### config.mk
export PLATFORM = sky130hd
export DESIGN_NAME = mips_mem_arbiter_flat
export DESIGN_NICKNAME = d
export VERILOG_FILES = /design/src/rtl/mips_mem_arbiter_if.sv /design/src/rtl/mips_mem_arbiter.sv /design/src/flat_wrapper.sv
export SDC_FILE = /design/constraint.sdc
export NUM_CORES = 1
export LEC_CHECK = 0
export BUFFER_PORTS_ARGS = -buffer_cell sky130_fd_sc_hd__buf_4
export CAP_MARGIN = 10
export CORE_MARGIN = 10
export CORE_UTILIZATION = 46
export CTS_BUF_LIST = sky130_fd_sc_hd__clkbuf_8
export DETAILED_ROUTE_END_ITERATION = 8
export PLACE_DENSITY = 0.88
export SLEW_MARGIN = 20
export SYNTH_ARGS = -nofsm -noshare
export SYNTH_HDL_FRONTEND = slang
export SYNTH_SLANG_ARGS = --single-unit
### constraint.sdc
create_clock -name clk -period 2.9 [get_ports clk]
set_input_delay 0.435 -clock clk [delete_from_list [all_inputs] [get_ports clk]]
set_output_delay 0.435 -clock clk [all_outputs]
set_load 0.005 [all_outputs]
### src/rtl/mips_mem_arbiter_if.sv
// Bus bundle for mips_mem_arbiter: CPU and loader request channels plus the memory port.
// The arbiter takes the slave view; requesters and the memory macro sit on the master view.
interface mips_mem_arbiter_if #(
   parameter int AW = 10,
   parameter int DW = 32
);
   logic          cpu_req;
   logic          cpu_we;
   logic [AW-1:0] cpu_addr;
   logic [DW-1:0] cpu_wdata;
   logic          cpu_gnt;
   logic          cpu_rvalid;
   logic [DW-1:0] cpu_rdata;

   logic          ldr_req;
   logic          ldr_we;
   logic [AW-1:0] ldr_addr;
   logic [DW-1:0] ldr_wdata;
   logic          ldr_gnt;
   logic          ldr_rvalid;
   logic [DW-1:0] ldr_rdata;

   logic          mem_en;
   logic          mem_we;
   logic [AW-1:0] mem_addr;
   logic [DW-1:0] mem_wdata;
   logic [DW-1:0] mem_rdata;

   logic          owner;
   logic          busy;

   modport master (
      output cpu_req, cpu_we, cpu_addr, cpu_wdata,
      input  cpu_gnt, cpu_rvalid, cpu_rdata,
      output ldr_req, ldr_we, ldr_addr, ldr_wdata,
      input  ldr_gnt, ldr_rvalid, ldr_rdata,
      input  mem_en, mem_we, mem_addr, mem_wdata,
      output mem_rdata,
      input  owner, busy
   );

   modport slave (
      input  cpu_req, cpu_we, cpu_addr, cpu_wdata,
      output cpu_gnt, cpu_rvalid, cpu_rdata,
      input  ldr_req, ldr_we, ldr_addr, ldr_wdata,
      output ldr_gnt, ldr_rvalid, ldr_rdata,
      output mem_en, mem_we, mem_addr, mem_wdata,
      input  mem_rdata,
      output owner, busy
   );
endinterface

### src/rtl/mips_mem_arbiter.sv
// Two-requester (CPU / loader) arbiter in front of a single-port memory, one access in flight.
// Define MIPS_MEM_ARB_RR_EN for round-robin tie-break; otherwise the CPU has fixed priority.
module mips_mem_arbiter #(
   parameter int AW     = 10,
   parameter int DW     = 32,
   parameter int RD_LAT = 1
) (
   input logic               clk,
   input logic               rst,
   mips_mem_arbiter_if.slave bus
);

   typedef enum logic [1:0] {
      ST_IDLE  = 2'd0,
      ST_ISSUE = 2'd1,
      ST_WAIT  = 2'd2
   } state_e;

   localparam logic [1:0] LAT_INIT = 2'(RD_LAT);

   state_e        state_q,      state_d;
   logic [1:0]    lat_cnt_q,    lat_cnt_d;
   logic          owner_q,      owner_d;
   logic          mem_en_q,     mem_en_d;
   logic          mem_we_q,     mem_we_d;
   logic [AW-1:0] mem_addr_q,   mem_addr_d;
   logic [DW-1:0] mem_wdata_q,  mem_wdata_d;
   logic          busy_q,       busy_d;
   logic          cpu_rvalid_q, cpu_rvalid_d;
   logic          ldr_rvalid_q, ldr_rvalid_d;

   logic          win_ldr_s;
   logic          cpu_gnt_s;
   logic          ldr_gnt_s;

   // Winner selection among pending requests
   always_comb begin
      win_ldr_s = 1'b0;
      if (bus.cpu_req && bus.ldr_req) begin
`ifdef MIPS_MEM_ARB_RR_EN
         win_ldr_s = ~owner_q;
`else
         win_ldr_s = 1'b0;
`endif
      end else if (bus.ldr_req) begin
         win_ldr_s = 1'b1;
      end else begin
         win_ldr_s = 1'b0;
      end
   end

   // Next-state, payload capture and output decode
   always_comb begin
      state_d     = state_q;
      lat_cnt_d   = lat_cnt_q;
      owner_d     = owner_q;
      mem_we_d    = mem_we_q;
      mem_addr_d  = mem_addr_q;
      mem_wdata_d = mem_wdata_q;
      cpu_gnt_s   = 1'b0;
      ldr_gnt_s   = 1'b0;

      case (state_q)
         ST_IDLE: begin
            // Grant is suppressed while reset is held so nothing is accepted then
            if (!rst && (bus.cpu_req || bus.ldr_req)) begin
               cpu_gnt_s = ~win_ldr_s;
               ldr_gnt_s = win_ldr_s;
               owner_d   = win_ldr_s;
               if (win_ldr_s) begin
                  mem_we_d    = bus.ldr_we;
                  mem_addr_d  = bus.ldr_addr;
                  mem_wdata_d = bus.ldr_wdata;
               end else begin
                  mem_we_d    = bus.cpu_we;
                  mem_addr_d  = bus.cpu_addr;
                  mem_wdata_d = bus.cpu_wdata;
               end
               state_d = ST_ISSUE;
            end else begin
               state_d = ST_IDLE;
            end
         end
         ST_ISSUE: begin
            if (mem_we_q) begin
               state_d = ST_IDLE;
            end else begin
               lat_cnt_d = LAT_INIT;
               state_d   = ST_WAIT;
            end
         end
         ST_WAIT: begin
            lat_cnt_d = lat_cnt_q - 2'd1;
            if (lat_cnt_q == 2'd1) begin
               state_d = ST_IDLE;
            end else begin
               state_d = ST_WAIT;
            end
         end
         default: begin
            state_d   = ST_IDLE;
            lat_cnt_d = 2'd0;
         end
      endcase

      mem_en_d     = (state_d == ST_ISSUE);
      busy_d       = (state_d != ST_IDLE);
      cpu_rvalid_d = (state_d == ST_WAIT) && (lat_cnt_d == 2'd1) && !owner_d;
      ldr_rvalid_d = (state_d == ST_WAIT) && (lat_cnt_d == 2'd1) &&  owner_d;
   end

   // State and registered outputs, synchronous reset
   always_ff @(posedge clk) begin
      if (rst) begin
         state_q      <= ST_IDLE;
         lat_cnt_q    <= 2'd0;
         owner_q      <= 1'b1;
         mem_en_q     <= 1'b0;
         mem_we_q     <= 1'b0;
         mem_addr_q   <= {AW{1'b0}};
         mem_wdata_q  <= {DW{1'b0}};
         busy_q       <= 1'b0;
         cpu_rvalid_q <= 1'b0;
         ldr_rvalid_q <= 1'b0;
      end else begin
         state_q      <= state_d;
         lat_cnt_q    <= lat_cnt_d;
         owner_q      <= owner_d;
         mem_en_q     <= mem_en_d;
         mem_we_q     <= mem_we_d;
         mem_addr_q   <= mem_addr_d;
         mem_wdata_q  <= mem_wdata_d;
         busy_q       <= busy_d;
         cpu_rvalid_q <= cpu_rvalid_d;
         ldr_rvalid_q <= ldr_rvalid_d;
      end
   end

   assign bus.cpu_gnt    = cpu_gnt_s;
   assign bus.ldr_gnt    = ldr_gnt_s;
   assign bus.cpu_rvalid = cpu_rvalid_q;
   assign bus.ldr_rvalid = ldr_rvalid_q;
   assign bus.cpu_rdata  = bus.mem_rdata;
   assign bus.ldr_rdata  = bus.mem_rdata;
   assign bus.mem_en     = mem_en_q;
   assign bus.mem_we     = mem_we_q;
   assign bus.mem_addr   = mem_addr_q;
   assign bus.mem_wdata  = mem_wdata_q;
   assign bus.owner      = owner_q;
   assign bus.busy       = busy_q;

endmodule
### src/flat_wrapper.sv
// flat-port wrapper written by rule: the top's interface ports become plain ports
module mips_mem_arbiter_flat 
#(
   parameter int AW     = 10,
   parameter int DW     = 32,
   parameter int RD_LAT = 1
)
  (clk, rst, bus_cpu_req, bus_cpu_we, bus_cpu_addr, bus_cpu_wdata, bus_cpu_gnt, bus_cpu_rvalid, bus_cpu_rdata, bus_ldr_req, bus_ldr_we, bus_ldr_addr, bus_ldr_wdata, bus_ldr_gnt, bus_ldr_rvalid, bus_ldr_rdata, bus_mem_en, bus_mem_we, bus_mem_addr, bus_mem_wdata, bus_mem_rdata, bus_owner, bus_busy);
  mips_mem_arbiter_if #(.AW(AW), .DW(DW)) bus_i ();
  input logic clk;
  input logic rst;
  input wire logic [$bits(bus_i.cpu_req)-1:0] bus_cpu_req;
  input wire logic [$bits(bus_i.cpu_we)-1:0] bus_cpu_we;
  input wire logic [$bits(bus_i.cpu_addr)-1:0] bus_cpu_addr;
  input wire logic [$bits(bus_i.cpu_wdata)-1:0] bus_cpu_wdata;
  output wire logic [$bits(bus_i.cpu_gnt)-1:0] bus_cpu_gnt;
  output wire logic [$bits(bus_i.cpu_rvalid)-1:0] bus_cpu_rvalid;
  output wire logic [$bits(bus_i.cpu_rdata)-1:0] bus_cpu_rdata;
  input wire logic [$bits(bus_i.ldr_req)-1:0] bus_ldr_req;
  input wire logic [$bits(bus_i.ldr_we)-1:0] bus_ldr_we;
  input wire logic [$bits(bus_i.ldr_addr)-1:0] bus_ldr_addr;
  input wire logic [$bits(bus_i.ldr_wdata)-1:0] bus_ldr_wdata;
  output wire logic [$bits(bus_i.ldr_gnt)-1:0] bus_ldr_gnt;
  output wire logic [$bits(bus_i.ldr_rvalid)-1:0] bus_ldr_rvalid;
  output wire logic [$bits(bus_i.ldr_rdata)-1:0] bus_ldr_rdata;
  output wire logic [$bits(bus_i.mem_en)-1:0] bus_mem_en;
  output wire logic [$bits(bus_i.mem_we)-1:0] bus_mem_we;
  output wire logic [$bits(bus_i.mem_addr)-1:0] bus_mem_addr;
  output wire logic [$bits(bus_i.mem_wdata)-1:0] bus_mem_wdata;
  input wire logic [$bits(bus_i.mem_rdata)-1:0] bus_mem_rdata;
  output wire logic [$bits(bus_i.owner)-1:0] bus_owner;
  output wire logic [$bits(bus_i.busy)-1:0] bus_busy;
  assign bus_i.cpu_req = bus_cpu_req;
  assign bus_i.cpu_we = bus_cpu_we;
  assign bus_i.cpu_addr = bus_cpu_addr;
  assign bus_i.cpu_wdata = bus_cpu_wdata;
  assign bus_cpu_gnt = bus_i.cpu_gnt;
  assign bus_cpu_rvalid = bus_i.cpu_rvalid;
  assign bus_cpu_rdata = bus_i.cpu_rdata;
  assign bus_i.ldr_req = bus_ldr_req;
  assign bus_i.ldr_we = bus_ldr_we;
  assign bus_i.ldr_addr = bus_ldr_addr;
  assign bus_i.ldr_wdata = bus_ldr_wdata;
  assign bus_ldr_gnt = bus_i.ldr_gnt;
  assign bus_ldr_rvalid = bus_i.ldr_rvalid;
  assign bus_ldr_rdata = bus_i.ldr_rdata;
  assign bus_mem_en = bus_i.mem_en;
  assign bus_mem_we = bus_i.mem_we;
  assign bus_mem_addr = bus_i.mem_addr;
  assign bus_mem_wdata = bus_i.mem_wdata;
  assign bus_i.mem_rdata = bus_mem_rdata;
  assign bus_owner = bus_i.owner;
  assign bus_busy = bus_i.busy;
  mips_mem_arbiter #(.AW(AW), .DW(DW), .RD_LAT(RD_LAT)) u_core (.clk(clk), .rst(rst), .bus(bus_i));
endmodule
======== Yosys cells after proc, flatten, opt, wreduce, memory -nomap -nowiden ========
Index checks and enable logic that the tools add are counted.
cells by class
  add/sub/neg operators ................... 1
  multiply operators ...................... 0
  divide/modulo/power cells ............... 0
  $lt $le $gt $ge ......................... 0
  equality and inequality tests ........... 6
  shift-type cells ........................ 0
  multiplexer cells ....................... 17
  bitwise logic cells ..................... 1
  reductions and logical operators ........ 11
operators with widths
  kind                                                 count
  two-way mux 32 bit                                   1
  one-hot mux 2 bit (3 select lines)                   2
  two-way mux 1 bit                                    10
  two-way mux 10 bit                                   1
  equality test 2 x 1 -> 1 bit, second input constant  4
  two-way mux 2 bit                                    3
  logical AND 1 bit                                    5
  equality test 2 bit, second input constant           2
  logical NOT 1 bit                                    2
  logical NOT 2 bit                                    1
  AND reduction 2 bit                                  1
  nonzero test 2 bit                                   1
  subtractor 2 x 1 -> 2 bit, second input constant     1
  logical OR 1 bit                                     1
  NOT 1 bit                                            1
storage, ports and cells
  register bits after elaboration ......... 52
  latch bits .............................. 0
  RAM bits ................................ 0
  memory bits (read-only) ................. 0
  input port bits ......................... 122
  output and inout port bits .............. 114
  word-level logic and storage cells ...... 46
  memories ................................ 0

======== Logic depth before layout (Yosys ltp) ========
  depth in word-level cells ............... 7
  mapped depth ............................ 6
  gate-level depth less buffers ........... 5

======== Least setup slack after synthesis ========
OpenSTA, ideal clock, no wires.
  path type ............................... input to output
  from .................................... input port rst
  to ...................................... output port bus_cpu_gnt
  arrival ................................. 1.440 ns
  setup slack ............................. 1.025 ns
  stages on the path ...................... 5
  path buffers ............................ 3
  path through ............................ clkbuf_2 or4b_1 buf_6 buf_12 inv_1
on the way
  word-level cells in the longest chain between the ends .. 4
ends and longest elaborated chain
  element             RTL line                source
  start: declaration  flat_wrapper.sv:11      input logic rst;
  logical NOT 1 bit   mips_mem_arbiter.sv:66  if (!rst && (bus.cpu_req || bus.ldr_req)) begin
  logical AND 1 bit   mips_mem_arbiter.sv:66
  two-way mux 1 bit   mips_mem_arbiter.sv:66
  two-way mux 1 bit   mips_mem_arbiter.sv:63  case (state_q)
  end: declaration    flat_wrapper.sv:16      output wire logic [$bits(bus_i.cpu_gnt)-1:0] bus_cpu_gnt;
No other way between the ends.

======== Worst setup path after layout ========
  from .................................... register u_core.state_q[0]
  to ...................................... output port bus_cpu_gnt
on the way
  word-level cells in the longest chain between the ends .. 2
ends and longest elaborated chain
  element                   RTL line                 source
  start: declaration        mips_mem_arbiter.sv:21   state_e state_q, state_d;
  start signal: assignment  mips_mem_arbiter.sv:126  state_q <= state_d;
  logical NOT 2 bit         mips_mem_arbiter.sv:63
  two-way mux 1 bit         mips_mem_arbiter.sv:63
No other way between the ends.

==> impl_metrics.tcl <==
set metrics [dict create \
    path_max_fanout 20 \
    holdCritPathClass "input port to register" \
    mostFrequentLayoutCells "buf_4, dfxtp_1, inv_1, a21oi_1, nor2_4" \
    synthDistinctLibCells 31 \
    p_leak_nw 1.779 \
    antenna_found_initial 0 \
    cpPeakStageDelay_ps 850 \
    final-setup-viol-count 0 \
    r2r-end "u_core.bus.mem_wdata[3]" \
    finalCritPeriodShare 0.7753 \
    multiInputGateArea_um2 1501 \
    drt_first_pass_iters 4 \
    path_class "register to output pin" \
    numCtsBuffers 5 \
    layout.nets 529 \
    postCtsSetupRepairBufs 0 \
    rsz0062_at_grt "no" \
    worst_hold_path.num_cells 3 \
    peakVddDrop_v 0.0002797 \
    critPathArrivalTime_ps 1810 \
    grt-ovfl-total 0 \
    end_kind "output pin" \
    synth_area_per_cell_um2 9.828 \
    crit_family "simple AND/OR/NAND/NOR gates" \
    syn_area_um2 3391 \
    cp-start-kind "register" \
    path_depth 3 \
    status "finished clean" \
    finClkSkew_ps 10.67 \
    ys_ff_latch 52 \
    synthFlopType "dfxtp_1" \
    worst_slack_ps 651.5 \
    critPathBufInv 2 \
    synth-edff-count 0 \
    power.density_nw_per_um2 532.6 \
    pre_cts_slack_ps 825.7 \
    area_growth_pct 20.66 \
    io_pins 236 \
    timing.setup.tns_ps 0 \
    clk_path_buf_depth 2 \
    drt-initial-drc-count 105 \
    grt_max_degree 45 \
    core_area_um2 7214 \
    syn-num-nets 468 \
    crit_chain "or4b_4 > inv_1 > buf_4" \
    regArea_um2 1041 \
    gp_congestion 0.7409 \
    drc 0 \
    post-dp-hpwl_mm 6.998 \
    fmax_ghz 0.4447 \
    setup.worst_path.end "bus_cpu_gnt" \
    clock-root-buffer "clkbuf_8" \
    cts.reportedPaths.clkPinSlew_ps 110 \
    row_count 31 \
    fin_util 0.5671 \
    cp_slowest_cell "or4b_4" \
    track_usage 0.1582 \
    routed_wl_mm 9.236 \
    wl_per_cell_um 18.25 \
    postCtsHoldBufs 0 \
    async_flop_share 0 \
    r2r_setup_slack_ps 830 \
    vias 2569 \
    grt_first_pass_wirelength_mm 14.84 \
    maxCapViolCount 0 \
    synthCells 345 \
    p_total_w 0.002179 \
    n_antenna_cell 0 \
    regToRegStartpoint "u_core.state_q[1]" \
    worstMarginPinSlew_ps 907.1 \
    start_util 0.4700 \
    ys_warn_count 0 \
    final_common_cell "buf_4" \
    clk_latency_ps 300 \
    drive_above_1_share 0.5823 \
    first_global_vias 2893 \
    maxSlewHeadroom 0.3952 \
    cts_sinks 52 \
    dieArea_um2 11210 \
    fin_crit_ps 2248 \
    crit_start "u_core.state_q[0]" \
    fillers 626 \
    drv_slew 0 \
    htreeDepth 2 \
    vias_per_cell 5.077 \
    cts_tree "built" \
    placed_cell_area_um2 3933 \
    ys_seq_area_frac 0.3070 \
    io_buffers 139 \
    crit_required_ps 2470 \
    final_cell_area_um2 4091 \
    die_h_um 105.9 \
    reg2regPathDepth 4 \
    die_x_um 105.9 \
    finalHoldViolations 0 \
    cts_resized 0 \
    ant_nets 0 \
]
-- logic make-up after synthesis --
| logic type | count (synthesis) | share of synthesized area |
|---|---|---|
| simple gates | 63 | 0.1745 |
| flops | 52 | 0.3070 |
| fa+ha+maj | 1 | 0.003689 |
| compound gates | 93 | 0.2598 |
| buf+inv | 136 | 0.2550 |
-- tightest hold or removal path, delay by kind of cell --
family                 cells  cell delay (ps)
buffers and inverters      2              150
AOI/OAI and AO/OA          1               70
-- area by class of cell --
class,count,area share
Tap cell,99,0.03028
Timing Repair Buffer,144,0.2673
Clock inverter,3,0.02202
Inverter,46,0.04220
Multi-Input combinational cell,157,0.3670
Clock buffer,5,0.01682
Sequential cell,52,0.2544
-- worst min path at each step --
stage	from	slack [ps]	endpoint
2_1_floorplan	u_core.bus.owner	500	u_core.bus.owner
3_3_place_gp	u_core.bus.mem_wdata[3]	510	u_core.bus.mem_wdata[3]
3_5_place_dp	u_core.bus.mem_wdata[2]	520	u_core.bus.mem_wdata[2]
4_1_cts	bus_ldr_wdata[5]	380	u_core.bus.mem_wdata[5]
5_1_grt	bus_ldr_addr[3]	380	u_core.bus.mem_addr[3]
6_report	bus_ldr_wdata[5]	380	u_core.bus.mem_wdata[5]
-- state kept, by name, indices dropped and copies added, names as in the netlist --
name and flops:
u_core.lat_cnt_q 2, u_core.bus.mem_en 1, u_core.bus.mem_wdata 32, u_core.state_q 2
u_core.bus.mem_we 1, u_core.bus.cpu_rvalid 1, u_core.bus.busy 1, u_core.bus.mem_addr 10
u_core.bus.ldr_rvalid 1, u_core.bus.owner 1
-- synthesized netlist by cell type, types with 2 or more instances --
cell / instances / area [µm²]
nand2b_1: 3 / 18.77
nor2_4: 39 / 439.2
nor2_1: 7 / 26.28
buf_6: 6 / 67.56
dfxtp_1: 52 / 1041
nor2b_1: 4 / 25.02
a2111oi_0: 4 / 35.03
buf_4: 64 / 480.5
inv_1: 46 / 172.7
a2111oi_2: 39 / 585.6
buf_1: 2 / 7.510
buf_2: 2 / 10.01
buf_12: 4 / 80.08
clkbuf_1: 11 / 41.29
a21oi_1: 46 / 230.2
-- per-layer routing --
layer,global-route usage,up-vias,wire (µm)
li1,-,1224,-
met1,0.1754,1186,3484
met2,0.2628,120,4580
met3,0.06760,39,972
met4,0.06093,0,199
met5,0,-,0
-- power by group --
part           switching, W  total [W]  internal, W
combinational      0.000306   0.000629     0.000323
clock              0.000250   0.000682     0.000432
sequential        0.0000611   0.000869     0.000807
total              0.000617    0.00218      0.00156
-- through the flow --
stage	hold WS (ps)	instances
finish	384.6	506
global route	377.1	506
CTS	379.8	506
detailed placement	520.4	498
global placement	513.4	498
floorplan	499.8	345
Note: power is estimated with default switching activity, not from simulation.
